$ cat config.mk
export PLATFORM = sky130hd
export DESIGN_NAME = seq_loader
export DESIGN_NICKNAME = d
export VERILOG_FILES = /design/src/rtl/seq_loader.sv
export SDC_FILE = /design/constraint.sdc
export NUM_CORES = 1
export LEC_CHECK = 0
export ABC_AREA = 1
export BUFFER_PORTS_ARGS = -buffer_cell sky130_fd_sc_hd__buf_2
export CAP_MARGIN = 10
export CORE_MARGIN = 2
export CORE_UTILIZATION = 34
export DETAILED_ROUTE_END_ITERATION = 16
export GPL_TIMING_DRIVEN = 0
export PLACE_DENSITY = 0.6
export SLEW_MARGIN = 5
export SYNTH_ARGS = -nofsm -noshare
export SYNTH_HDL_FRONTEND = slang
export SYNTH_SLANG_ARGS = --single-unit
$ cat constraint.sdc
create_clock -name clk -period 1.8 [get_ports clk]
set_clock_uncertainty 0.05 [all_clocks]
set_input_delay 0.18 -clock clk [delete_from_list [all_inputs] [get_ports clk]]
set_output_delay 0.18 -clock clk [all_outputs]
set_load 0.02 [all_outputs]
$ cat src/rtl/seq_loader.sv
// Sequence loader: pops bytes from a UART receive FIFO, decodes nucleotides and
// writes two '#'-terminated sequences (A then B) into the sequence memory.
module seq_loader #(
    parameter int N       = 8,
    parameter int MAX_LEN = 16,
    parameter int LW      = 5
) (
    input  logic          clk,
    input  logic          rst,
    input  logic          start,
    input  logic          fifo_empty,
    input  logic [N-1:0]  fifo_data,
    output logic          fifo_rd,
    output logic          wr_en,
    output logic          wr_sel,
    output logic [LW-1:0] wr_addr,
    output logic [2:0]    wr_char,
    output logic [LW-1:0] len_a,
    output logic [LW-1:0] len_b,
    output logic          busy,
    output logic          done,
    output logic          err
);

    typedef enum logic [1:0] {
        S_IDLE,
        S_POP,
        S_DECODE,
        S_DONE
    } state_t;

    typedef enum logic [1:0] {
        K_NUC,
        K_TERM,
        K_SKIP,
        K_BAD
    } kind_t;

    localparam logic [N-1:0]  B_G_UP  = N'(8'h47);
    localparam logic [N-1:0]  B_G_LO  = N'(8'h67);
    localparam logic [N-1:0]  B_C_UP  = N'(8'h43);
    localparam logic [N-1:0]  B_C_LO  = N'(8'h63);
    localparam logic [N-1:0]  B_A_UP  = N'(8'h41);
    localparam logic [N-1:0]  B_A_LO  = N'(8'h61);
    localparam logic [N-1:0]  B_T_UP  = N'(8'h54);
    localparam logic [N-1:0]  B_T_LO  = N'(8'h74);
    localparam logic [N-1:0]  B_HASH  = N'(8'h23);
    localparam logic [N-1:0]  B_CR    = N'(8'h0D);
    localparam logic [N-1:0]  B_LF    = N'(8'h0A);
    localparam logic [LW-1:0] IDX_MAX = LW'(MAX_LEN);

    state_t        state_q, state_d;
    logic [LW-1:0] idx_q, idx_d;
    logic          wr_sel_q, wr_sel_d;
    logic          wr_en_q, wr_en_d;
    logic [LW-1:0] wr_addr_q, wr_addr_d;
    logic [2:0]    wr_char_q, wr_char_d;
    logic [LW-1:0] len_a_q, len_a_d;
    logic [LW-1:0] len_b_q, len_b_d;
    logic          err_q, err_d;

    kind_t         kind;
    logic [2:0]    code;

    // Byte classification; case-insensitive nucleotide encoding.
    always_comb begin
        // NOTE: every combinational output gets a default first so no latch is inferred.
        kind = K_BAD;
        code = 3'b000;
        case (fifo_data)
            B_G_UP, B_G_LO: begin kind = K_NUC; code = 3'b001; end
            B_C_UP, B_C_LO: begin kind = K_NUC; code = 3'b110; end
            B_A_UP, B_A_LO: begin kind = K_NUC; code = 3'b100; end
            B_T_UP, B_T_LO: begin kind = K_NUC; code = 3'b011; end
            B_HASH:         kind = K_TERM;
            B_CR, B_LF:     kind = K_SKIP;
            default:        kind = K_BAD;
        endcase
    end

    always_comb begin
        state_d   = state_q;
        idx_d     = idx_q;
        wr_sel_d  = wr_sel_q;
        wr_en_d   = 1'b0;
        wr_addr_d = wr_addr_q;
        wr_char_d = wr_char_q;
        len_a_d   = len_a_q;
        len_b_d   = len_b_q;
        err_d     = err_q;
        fifo_rd   = 1'b0;

        case (state_q)
            S_IDLE, S_DONE: begin
                if (start) begin
                    state_d  = S_POP;
                    idx_d    = '0;
                    wr_sel_d = 1'b0;
                    len_a_d  = '0;
                    len_b_d  = '0;
                    err_d    = 1'b0;
                end
            end

            S_POP: begin
                if (!fifo_empty) begin
                    fifo_rd = 1'b1;
                    state_d = S_DECODE;
                end
            end

            S_DECODE: begin
                state_d = S_POP;
                case (kind)
                    K_NUC: begin
                        if (idx_q == IDX_MAX) begin
                            err_d = 1'b1;
                        end else begin
                            // Write and length land on the same edge so they
                            // become visible together.
                            wr_en_d   = 1'b1;
                            wr_addr_d = idx_q;
                            wr_char_d = code;
                            idx_d     = idx_q + 1'b1;
                            if (wr_sel_q) len_b_d = idx_q + 1'b1;
                            else          len_a_d = idx_q + 1'b1;
                        end
                    end
                    K_TERM: begin
                        if (idx_q == '0) err_d = 1'b1;
                        if (!wr_sel_q) begin
                            wr_sel_d = 1'b1;
                            idx_d    = '0;
                        end else begin
                            state_d = S_DONE;
                        end
                    end
                    K_SKIP: ;
                    default: err_d = 1'b1;
                endcase
            end

            default: state_d = S_IDLE;
        endcase
    end

    always_ff @(posedge clk or posedge rst) begin
        if (rst) begin
            state_q   <= S_IDLE;
            idx_q     <= '0;
            wr_sel_q  <= 1'b0;
            wr_en_q   <= 1'b0;
            wr_addr_q <= '0;
            wr_char_q <= '0;
            len_a_q   <= '0;
            len_b_q   <= '0;
            err_q     <= 1'b0;
        end else begin
            // NOTE: sequential state uses non-blocking assignments so every flop
            // samples pre-edge values regardless of process ordering.
            state_q   <= state_d;
            idx_q     <= idx_d;
            wr_sel_q  <= wr_sel_d;
            wr_en_q   <= wr_en_d;
            wr_addr_q <= wr_addr_d;
            wr_char_q <= wr_char_d;
            len_a_q   <= len_a_d;
            len_b_q   <= len_b_d;
            err_q     <= err_d;
        end
    end

    always_comb begin
        busy = (state_q == S_POP) || (state_q == S_DECODE);
        done = (state_q == S_DONE);
    end

    assign wr_en   = wr_en_q;
    assign wr_sel  = wr_sel_q;
    assign wr_addr = wr_addr_q;
    assign wr_char = wr_char_q;
    assign len_a   = len_a_q;
    assign len_b   = len_b_q;
    assign err     = err_q;

endmodule

After elaboration in Yosys (flattened, before gate mapping)
Index checks and enable logic that the tools add are counted.
- flip-flop bits (word level): 28
- output and inout bits: 24
- input port bits: 12
- logic and storage cells: 92
- reductions and logical operators: 19
- mux-type cells: 32
- equal/unequal tests: 30
- bitwise operators: 1
- $add $sub $neg: 1
- operators by type and width (operator ; count):
    $eq 8x7->1 const B ; 8
    $mux 5 ; 9
    $pmux 5 s2 ; 4
    $reduce_and 5->1 ; 4
    $eq 8x4->1 const B ; 2
    $ne 2x2->1 const B ; 6
    $ne 3x3->1 const B ; 4
    $pmux 2 s3 ; 2
    $pmux 3 s4 ; 1
    $reduce_or 2->1 ; 6
    $mux 1 ; 9
    $eq 8x6->1 const B ; 1
    $mux 2 ; 4
    $reduce_or 8->1 ; 1
    $eq 2x2->1 const B ; 3
    $reduce_and 3->1 ; 2
    $add 5x1->5 const B ; 1
    $eq 5x5->1 const B ; 1
    $logic_not 5->1 ; 1
    $eq 2x1->1 const B ; 2
    $logic_not 2->1 ; 2
    $ne 2x1->1 const B ; 2
    $pmux 1 s2 ; 2
    $ne 3x1->1 const B ; 1
    5 further kinds ; 5

Longest topological paths before layout
Gate-level depths: netlist of run 1.
- word-level depth: 6
- depth in mapped cells: 11
- depth with buffers taken out: 11

Least setup slack after synthesis of run 1
No wires, ideal clock.
- path kind: reg2reg
- from: register state_q[0]
- to: register idx_q[4]
- data arrival time: 1.439 ns
- period minus slack after synthesis: 1.606 ns
- setup slack: 0.194 ns
- data required time: 1.633 ns
- stages on the path, launching flop included: 11
- path buffers: 0
- setup time: 0.117 ns
- cells stage by stage: dfrtp_1 > inv_1 > ha_1 > inv_2 > nor2_1 > nor2_1 > nand2_1 > inv_2 > nand3_4 > nand2_1 > nand2_1
- word-level cells in the longest chain between the ends: 4
- elaborated cells between the ends (all ways): 11
- those cells by class: 6 x eq/ne; 1 x mux; 4 x reduce/logical
- RTL lines (element ; RTL line ; text):
    from (decl) ; 52 ; state_t state_q, state_d;
    from (signal assigned) ; 161 ; state_q <= state_d;
    $eq 2x2->1 / $logic_not 2->1 (equally long branches) ; 93 ; case (state_q)
    $reduce_or 2->1 ; 93 ;
    $ne 2x2->1 (no line) / $reduce_bool 2->1 (equally long branches) ; n/a ;
    $reduce_and 5->1 (no line) ; n/a ;
    to (signal assigned) ; 162 ; idx_q <= idx_d;
    to (decl) ; 53 ; logic [LW-1:0] idx_q, idx_d;
Parallel ways exist; a longest one is shown, timed or not.
A chain may end at the register's enable or synchronous reset.

Final worst setup path of run 1
- from: register state_q[0]
- to: register idx_q[1]
Same word-level chain as after synthesis.

==> metrics, run 1 <==
number of pins exceeding their max-slew limit in the final report 0; largest net degree at the start of global routing 29; Die X-Extent 74.0 um; Detailed Route WL around 3400 um; number of remaining DRC errors 0; CTS Root Buffer Type sky130_fd_sc_hd__clkbuf_8; post-synthesis to final-layout area growth 22.8%; Antenna diodes 0; via count of the first global-routing pass 1332; register bit count reported by yosys 28; die height 74.0 um; Nets 285; clock net sink count 28; leakage component of the power about 0.0012 uW; sequential element share of the synthesized area 42.1%; worst-margin pin slew 0.454 ns; detailed-route vias per instance 4.46; first-pass GRT wire length 5940 um; library cells used by synthesis 25; Hold Fails Final Rpt 0; Synthesized Nets roughly 240; core box area 4720 sq um; critical path capture point type register; combined global-route utilization of all metal layers 14.0%; port buffer count 35; cell with the biggest individual delay on the critical path sky130_fd_sc_hd__dfrtp_1; TritonCTS buffer count 3; Fin Setup TNS 0 ns; path type of the worst min-delay path in2reg; crit path launch type register; number of placed instances, taps included roughly 330; Die Footprint 5470 sq um; Ports 36; total of warnings raised by yosys 0; clock-pin transition on the worst setup and hold timing paths 0.10 ns; effective utilization at floorplan a little over a third; longest individual stage delay on the worst path roughly 0.40 ns; Power Dens Cells 1080 nW/um^2; most frequent standard cell in the layout excluding fill and tap cells sky130_fd_sc_hd__nand2_1; Final Wtd Congestion 0.776; number of H-tree levels 1; family with the most delay on the worst path simple AND/OR/NAND/NOR gates; maximum fanout along the worst path 9; setup violators final 0; Placement Setup Slack 0.0827 ns; drt first pass iters 4; Layout fillers 498; number of max-cap violations 0; antenna violation net count after detailed routing 0; top library cells by usage in the layout, fill and taps aside sky130_fd_sc_hd__nand2_1 (68), sky130_fd_sc_hd__buf_2 (36), sky130_fd_sc_hd__dfrtp_1 (27); clock insertion delay at the later pin of the skew report approximately 0.28 ns; fraction of layout instances using a drive strength above 1 between 20 and 30%; Mapped Avg Cell Area 7.47 sq um; total via count in the routed design 1484; critical path class reg2reg; DRC marker count from the first detailed-route iteration 63; cell area after synthesis 1670 sq um; Avg WL per Cell 10.1 um; largest buffer count on any clock path 2; post-layout instance count excluding filler cells 333; multi-input logic area between 800 and 900 sq um; site row count 25; worst setup slack after layout approximately 0.11 ns; clock tree from TritonCTS built; maximum clock frequency slightly below 0.6 GHz; portion of the clock cycle consumed by the worst path in the final layout a little over nine tenths; synthesized netlist cell count 223; cell repeated most along the worst path sky130_fd_sc_hd__nand2_1; number of antenna violations at the first check in global routing 0; count of buffering cells on the critical path with inverters included 3; DP Wirelength roughly 2700 um; crit-path cells inv_1, ha_1, buf_4, nand2_2, nand3b_1, nand2_1, inv_2, nand3_4, nand2_1, nand2_1; data required time at the worst endpoint approximately 1.9 ns; residual overflow from global routing 0; total area of sequential cells 702 sq um; data arrival at the endpoint of the critical path about 1.8 ns; Slew Limit Headroom 69.7%; Max IR drop VDD 0.481 mV; Tmin final 1.69 ns; status complete, no violations
==> area by class of cell <==
| cell class | instances | area share, % |
|---|---|---|
| Tap cell | 67 | 4.10 |
| Sequential cell | 28 | 34.3 |
| Timing Repair Buffer | 39 | 11.1 |
| Clock buffer | 4 | 2.69 |
| Buffer | 6 | 2.45 |
| Multi-Input combinational cell | 158 | 39.5 |
| Inverter | 31 | 5.81 |
==> worst paths after layout <==
path / cells after the start / endpoint / slack (ns) / startpoint
setup reg to reg: 10 / idx_q[1] / 0.11 / state_q[0]
setup / recovery: 10 / idx_q[1] / 0.11 / state_q[0]
hold reg to reg: 2 / len_b[0] / 0.43 / len_b[0]
max in group asynchronous: 4 / idx_q[0] / 0.86 / rst
hold / removal: 4 / state_q[0] / 0.22 / fifo_empty
min in group asynchronous: 3 / wr_addr[2] / 0.39 / rst
==> sequential cells by signal (all words and copies together) (netlist names) <==
| name | count |
|---|---|
| idx_q | 5 |
| len_a | 5 |
| len_b | 5 |
| wr_addr | 5 |
| wr_char | 3 |
| state_q | 2 |
| err | 1 |
| wr_en | 1 |
| wr_sel | 1 |
==> power breakdown <==
group	internal (uW)	switching, uW	total [uW]
Sequential	718	60.4	779
Clock	196	199	396
Combinational	366	674	1040
==> what timing repair did <==
| action | in CTS | in global routing |
|---|---|---|
| gates resized for setup | 0 | 5 |
| setup endpoints to repair | 0 | 21 |
| hold endpoints to repair | 0 | 9 |
| setup buffers | 0 | 2 |
| hold buffers | 0 | 1 |
==> worst min-delay path, cell delays in order <==
cell and delay, ns:
sky130_fd_sc_hd__buf_2 0.09, sky130_fd_sc_hd__a21oi_1 0.09, sky130_fd_sc_hd__nand2_1 0.06, sky130_fd_sc_hd__o21ai_0 0.08
==> logic make-up (layout without fill, tap and decap cells) <==
family | after synthesis | in the layout | share of synthesized area [%]
AOI/OAI and AO/OA | 12 | 12 | 3.76
buffers and inverters | 37 | 80 | 9.84
adders and majority gates | 6 | 6 | 4.51
and+or+nand+nor | 140 | 140 | 39.8
DFF | 28 | 28 | 42.1
==> synthesized netlist by cell type, drive strengths merged <==
| cell type | number | area (sq um) |
|---|---|---|
| o21ai | 7 | 35.0 |
| inv | 31 | 119 |
| nand3b | 1 | 7.51 |
| nand2 | 77 | 317 |
| nand4 | 16 | 100 |
| ha | 6 | 75.1 |
| dfrtp | 28 | 701 |
| o21a | 1 | 7.51 |
| buf | 6 | 45.0 |
| and2 | 1 | 8.76 |
| nand3 | 13 | 87.6 |
| a21oi | 4 | 20.0 |
| nor3 | 2 | 10.0 |
| nor2 | 30 | 133 |
==> metrics by stage <==
step	util [%]	hold slack, ns	area, sq um	power (uW)
CTS	41.9	0.140	1980	2180
detailed placement	40.7	0.407	1920	1780
global placement	40.7	0.407	1920	1770
global route	43.3	0.274	2050	2410
floorplan	-	0.195	1670	1530
finish	43.3	0.222	2050	2210
==> per-layer routing <==
layer  GRT usage (%)  wire length, um  part of all wire, %
met1            19.2             1700                   50
met2            22.0             1550                   46
met3            2.57               83                  2.5
met4            5.66               48                  1.4
met5               0                0                    0
(Power assumes the default switching activity.)
==> run 2, diff against run 1 <==
--- a/config.mk
+++ b/config.mk
@@ -13,6 +13,7 @@
 export DETAILED_ROUTE_END_ITERATION = 16
 export GPL_TIMING_DRIVEN = 0
 export PLACE_DENSITY = 0.6
+export REMOVE_ABC_BUFFERS = 1
 export SLEW_MARGIN = 5
 export SYNTH_ARGS = -nofsm -noshare
 export SYNTH_HDL_FRONTEND = slang
==> run 2 against run 1 <==
  * First-iteration DRC count increased by 97%
  * Clock power decreased by 1%
  * Count of clock-buffer cells in the layout did not move
  * Setup slack worse by 0.0078 ns
  * Global-route usage is 0.80 points lower
  * Die area stayed put
  * Critical path depth shrank 1
  * Fmax is 0.46% lower
  * Cell count is 1.8% lower
  * Core utilization decreased by 0.34 points
  * Sequential power up 1%
  * Power is 3.0% higher
  * Critical path type unchanged
==> metrics, run 2 (synthesized netlist as in run 1, its figures left out) <==
R2R Path Start state_q[0] (unchanged); first-pass GRT wire length 5690 um (was 5940 um); most frequent standard cell in the layout excluding fill and tap cells sky130_fd_sc_hd__nand2_1 (unchanged); top library cells by usage in the layout, fill and taps aside sky130_fd_sc_hd__nand2_1 (67), sky130_fd_sc_hd__buf_2 (35), sky130_fd_sc_hd__dfrtp_1 (27) (was sky130_fd_sc_hd__nand2_1 (68), sky130_fd_sc_hd__buf_2 (36), sky130_fd_sc_hd__dfrtp_1 (27)); Max IR drop VDD 0.884 mV (was 0.481 mV); TritonCTS buffer count 3 (unchanged); topmost layer with routed signal wires met4 (unchanged); number of pins exceeding their max-slew limit in the final report 0 (unchanged); port buffer count 35 (unchanged); data arrival at the endpoint of the critical path 1.82 ns (was 1.81 ns); setup violators final 0 (unchanged); hold_ws 0.218 ns (was 0.222 ns); M1 wire length 1700 um (about the same); worst min-delay path startpoint fifo_empty (unchanged); critical path capture point type register (unchanged); Ports 36 (unchanged); portion of the clock cycle consumed by the worst path in the final layout 94.2% (was 93.7%); Slew Limit Headroom 65.4% (was 69.7%); detailed-route vias per instance 4.46 (about the same); core box area 4720 sq um (unchanged); Die X-Extent 74.0 um (unchanged); Final Wtd Congestion 0.804 (was 0.776); Avg WL per Cell 10.6 um (was 10.1 um); effective utilization at floorplan 35.3% (unchanged); path type of the worst min-delay path in2reg (unchanged); Hold Fails Final Rpt 0 (unchanged); clock insertion delay at the later pin of the skew report 0.28 ns (about the same); Detailed Route WL 3470 um (was 3380 um); post-layout instance count excluding filler cells 327 (was 333); amount of wire on met2 after detailed routing 1540 um (was 1550 um); residual overflow from global routing 0 (unchanged); worst r2r dst len_a[0] (was idx_q[1]); Power Dens Cells 1120 nW/um^2 (was 1080 nW/um^2); number of placed instances, taps included 319 (was 325); largest net degree at the start of global routing 29 (unchanged); worst hold path stage count 4 (unchanged); site row count 25 (unchanged); worst-margin pin slew 0.518 ns (was 0.454 ns); largest buffer count on any clock path 2 (unchanged); Placement Setup Slack -0.111 ns (was 0.0827 ns); Antenna diodes 0 (unchanged); critical path class reg2reg (unchanged); data required time at the worst endpoint 1.93 ns (about the same); clock tree from TritonCTS built (unchanged); total met3 wirelength after detailed routing 137 um (was 83 um); number of remaining DRC errors 0 (unchanged); combined global-route utilization of all metal layers 13.2% (was 14.0%); Fin Setup TNS 0 ns (unchanged); crit path launch type register (unchanged); status complete, no violations (unchanged); clock-pin transition on the worst setup and hold timing paths 0.09 ns (was 0.10 ns); fraction of layout instances using a drive strength above 1 29.6% (was 28.9%); antenna violation net count after detailed routing 0 (unchanged); clock net sink count 28 (unchanged); setup repair after global routing missed its margin false; maximum fanout along the worst path 6 (was 9); Tmin final 1.69 ns (about the same); die height 74.0 um (unchanged); WHS Endpoint state_q[0] (unchanged); via count of the first global-routing pass 1307 (was 1332); number of antenna violations at the first check in global routing 0 (unchanged); Die Footprint 5470 sq um (unchanged); total via count in the routed design 1460 (was 1484); setup slack, reg-to-reg 0.11 ns (about the same); number of H-tree levels 1 (unchanged); drt first pass iters 4 (unchanged); Nets 279 (was 285); CTS Root Buffer Type sky130_fd_sc_hd__clkbuf_8 (unchanged); DP Wirelength 2570 um (was 2670 um); worst setup slack after layout 0.105 ns (was 0.113 ns); number of max-cap violations 0 (unchanged); leakage component of the power 0.00118 uW (was 0.00121 uW); number of cells on the worst reg-to-reg path 9 (was 10); DRC marker count from the first detailed-route iteration 124 (was 63); post-synthesis to final-layout area growth 21.9% (was 22.8%); maximum clock frequency 0.590 GHz (was 0.593 GHz)
[run 2: repair_timing]
| item | in CTS | in global routing |
|---|---|---|
| gates cloned | 0 | 1 |
| resized for setup | 1 | 11 |
| endpoints found under the hold margin | 0 | 10 |
| endpoints found under the setup margin | 15 | 17 |
| hold buffers | 0 | 1 |
| setup buffers | 0 | 1 |
[run 2: critical path: stages (launching register included)]
cell	delay, ns
sky130_fd_sc_hd__dfrtp_1	0.43
sky130_fd_sc_hd__inv_2	0.08
sky130_fd_sc_hd__ha_4	0.26
sky130_fd_sc_hd__inv_2	0.05
sky130_fd_sc_hd__nor2_2	0.19
sky130_fd_sc_hd__a21oi_2	0.05
sky130_fd_sc_hd__nand2_2	0.14
sky130_fd_sc_hd__clkinvlp_4	0.16
sky130_fd_sc_hd__nand4_1	0.13
sky130_fd_sc_hd__nand2_1	0.05
[run 2: area by class of cell]
cell class / count / area (sq um)
fill: 495 / 2690
clock buffer: 4 / 55.1
tap: 67 / 83.8
inverter: 31 / 121
sequential: 28 / 702
timing repair buffer: 38 / 220
timing repair inverter: 1 / 7.51
multi-input combinational: 158 / 840
[run 2: power by group]
group,internal (uW),switching [uW]
clock,196,196
combinational,366,736
sequential,718,70.0
total,1280,1000
[run 2: how the worst max path moves through the flow]
stage,from,to,slack (ns),cells past startpoint
after floorplan,state_q[0],len_b[0],0.12,10
after CTS,state_q[0],len_a[1],-0.02,10
after detailed placement,state_q[0],len_a[1],-0.11,9
final,state_q[0],len_a[0],0.11,9
after global routing,state_q[0],len_b[4],0.01,9
after global placement,state_q[0],len_a[3],-0.1,9
[run 2: routing by layer]
metal | global-route usage, % | vias up
met2 | 21.7 | 39
met4 | 5.45 | 0
met5 | 0 | -
met1 | 18.0 | 635
li1 | - | 777
met3 | 1.22 | 9
[run 2: per-stage QoR]
step           power, uW  util, %  cell area [sq um]
2_1_floorplan       1490        -               1620
3_3_place_gp        1720     39.8               1880
3_5_place_dp        1730     39.8               1880
4_1_cts             2140     41.0               1940
5_1_grt             2470     43.0               2030
6_report            2280     43.0               2030
==> run 3, diff against run 2 <==
--- a/config.mk
+++ b/config.mk
@@ -9,11 +9,11 @@
 export BUFFER_PORTS_ARGS = -buffer_cell sky130_fd_sc_hd__buf_2
 export CAP_MARGIN = 10
 export CORE_MARGIN = 2
-export CORE_UTILIZATION = 34
+export CORE_UTILIZATION = 51
 export DETAILED_ROUTE_END_ITERATION = 16
 export GPL_TIMING_DRIVEN = 0
-export PLACE_DENSITY = 0.6
-export REMOVE_ABC_BUFFERS = 1
+export HOLD_SLACK_MARGIN = 0.03
+export PLACE_DENSITY = 0.82
 export SLEW_MARGIN = 5
 export SYNTH_ARGS = -nofsm -noshare
 export SYNTH_HDL_FRONTEND = slang
==> run 3 against run 2 <==
  * Wire length decreased by 3.3%
  * Setup slack gained 0.019 ns
  * Die area is 32% lower
  * Largest cell class unchanged
==> metrics, run 3 (synthesized netlist as in run 1, its figures left out) <==
CTS Hold Buffers Added 0 (unchanged); combined global-route utilization of all metal layers 19.5% (was 13.2%); Fin Setup TNS 0 ns (unchanged); cell repeated most along the worst path sky130_fd_sc_hd__nand2_1 (was sky130_fd_sc_hd__inv_2); data required time at the worst endpoint 1.98 ns (was 1.93 ns); TritonCTS buffer count 3 (unchanged); placed cell area 1900 sq um (was 1880 sq um); core box area 3080 sq um (was 4720 sq um); final std cell area, no fill 1970 sq um (was 2030 sq um); post-synthesis to final-layout area growth 18.4% (was 21.9%); setup violators final 0 (unchanged); longest individual stage delay on the worst path 0.46 ns (was 0.43 ns); Die Footprint 3740 sq um (was 5470 sq um); number of remaining DRC errors 0 (unchanged); clock insertion delay at the later pin of the skew report 0.33 ns (was 0.28 ns); maximum fanout along the worst path 10 (was 6); Power Dens Cells 1080 nW/um^2 (was 1120 nW/um^2); family with the most delay on the worst path simple AND/OR/NAND/NOR gates (unchanged); total via count in the routed design 1501 (was 1460); Ports 36 (unchanged); die height 61.1 um (was 74.0 um); Antenna diodes 0 (unchanged); clock-pin transition on the worst setup and hold timing paths 0.14 ns (was 0.09 ns); Hold Fails Final Rpt 0 (unchanged); Detailed Route WL 3350 um (was 3470 um); detailed-route vias per instance 4.87 (was 4.46); data arrival at the endpoint of the critical path 1.86 ns (was 1.82 ns); critical path class reg2reg (unchanged); path type of the worst min-delay path in2async (was in2reg); clock net sink count 28 (unchanged); effective utilization at floorplan 54.1% (was 35.3%); DRC marker count from the first detailed-route iteration 48 (was 124); clock tree from TritonCTS built (unchanged); Nets 284 (was 279); largest buffer count on any clock path 2 (unchanged); most frequent standard cell in the layout excluding fill and tap cells sky130_fd_sc_hd__nand2_1 (unchanged); DP Wirelength 2580 um (was 2570 um); critical path capture point type register (unchanged); Die X-Extent 61.1 um (was 74.0 um); number of pins exceeding their max-slew limit in the final report 0 (unchanged); drt first pass iters 4 (unchanged); number of max-cap violations 0 (unchanged); cell with the biggest individual delay on the critical path sky130_fd_sc_hd__dfrtp_1 (unchanged); Max IR drop VDD 0.771 mV (was 0.884 mV); largest net degree at the start of global routing 29 (unchanged); maximum clock frequency 0.597 GHz (was 0.590 GHz); Slew Limit Headroom 31.5% (was 65.4%); utilization after layout 64.1% (was 43.0%); setup repair after global routing missed its margin false (unchanged); residual overflow from global routing 0 (unchanged); Avg WL per Cell 10.9 um (was 10.6 um); Tmin final 1.68 ns (was 1.69 ns); top library cells by usage in the layout, fill and taps aside sky130_fd_sc_hd__nand2_1 (68), sky130_fd_sc_hd__buf_2 (36), sky130_fd_sc_hd__dfrtp_1 (28) (was sky130_fd_sc_hd__nand2_1 (67), sky130_fd_sc_hd__buf_2 (35), sky130_fd_sc_hd__dfrtp_1 (27)); via count of the first global-routing pass 1350 (was 1307); first-pass GRT wire length 5570 um (was 5690 um); status complete, no violations (unchanged); site row count 20 (was 25); crit-path cells inv_1, ha_1, nand2_1, nor2_1, nand3_1, nand2_1, inv_2, buf_4, nand4_1, nand2_1 (was inv_2, ha_4, inv_2, nor2_2, a21oi_2, nand2_2, clkinvlp_4, nand4_1, nand2_1); Final Wtd Congestion 0.886 (was 0.804); port buffer count 35 (unchanged); number of H-tree levels 1 (unchanged); fraction of layout instances using a drive strength above 1 28.8% (was 29.6%); count of buffering cells on the critical path with inverters included 3 (unchanged); antenna violation net count after detailed routing 0 (unchanged); CTS Root Buffer Type sky130_fd_sc_hd__clkbuf_4 (was sky130_fd_sc_hd__clkbuf_8); leakage component of the power 0.00119 uW (was 0.00118 uW); worst-margin pin slew 1.03 ns (was 0.518 ns); number of antenna violations at the first check in global routing 0 (unchanged); portion of the clock cycle consumed by the worst path in the final layout 93.1% (was 94.2%); crit path launch type register (unchanged)
==> run 3: changes by cell type in the layout (fill, tap and decap cells not counted), sizes merged <==
cell	before	now
buf	37	43
clkinvlp	1	0
dlygate4sd3	1	0
==> run 3: power breakdown <==
part,internal (uW),switching [uW]
Clock,78.6,180
Combinational,403,689
Sequential,716,67.4
Total,1200,936
==> run 3: what timing repair did <==
| action | CTS | global route |
|---|---|---|
| buffers inserted | 0 | 3 |
| resized for setup | 0 | 8 |
| endpoints found under the setup margin | 0 | 16 |
==> run 3: stage by stage <==
step	cells	total power, uW	hold slack, ns	setup WS (ns)
final	308	2130	0.0235	0.124
after global routing	308	2300	0.120	0.0154
after CTS	305	2040	0.0585	0.0632
after detailed placement	302	1770	0.408	0.0771
after global placement	302	1750	0.402	0.0962
after floorplan	223	1530	0.195	0.194
==> run 3: worst register-to-register path: stages (launching register included) <==
cell,delay (ns)
sky130_fd_sc_hd__dfrtp_1,0.46
sky130_fd_sc_hd__inv_1,0.11
sky130_fd_sc_hd__ha_1,0.17
sky130_fd_sc_hd__nand2_1,0.07
sky130_fd_sc_hd__nor2_1,0.13
sky130_fd_sc_hd__nand3_1,0.14
sky130_fd_sc_hd__nand2_1,0.10
sky130_fd_sc_hd__inv_2,0.04
sky130_fd_sc_hd__buf_4,0.15
sky130_fd_sc_hd__nand4_1,0.10
sky130_fd_sc_hd__nand2_1,0.07
==> run 3: metal layers <==
layer | GRT usage, % | part of all wire [%] | vias up
met5 | 0 | 0 | -
met2 | 33.4 | 48 | 34
met1 | 25.7 | 48 | 675
li1 | - | - | 788
met3 | 3.15 | 3.8 | 4
met4 | 5.28 | 0.51 | 0
==> run 3: worst paths after layout <==
kind | depth (start not counted) | endpoint | startpoint | slack [ns]
min in group clk | 4 | state_q[0] | fifo_empty | 0.16
max | 10 | len_a[3] | idx_q[0] | 0.12
max reg2reg | 10 | len_a[3] | idx_q[0] | 0.12
min reg2reg | 2 | len_a[2] | len_a[2] | 0.44
min | 2 | wr_addr[0] | rst | 0.02
max in group asynchronous | 2 | len_b[0] | rst | 1.06
==> run 3: layout make-up <==
type / instances / area (sq um)
fillers: 292 / 1110
multi-input cells: 158 / 823
flip-flops and latches: 28 / 701
repair buffers: 38 / 198
inverters: 31 / 119
well taps: 44 / 55.1
plain buffers: 6 / 53.8
clock buffers: 3 / 22.5
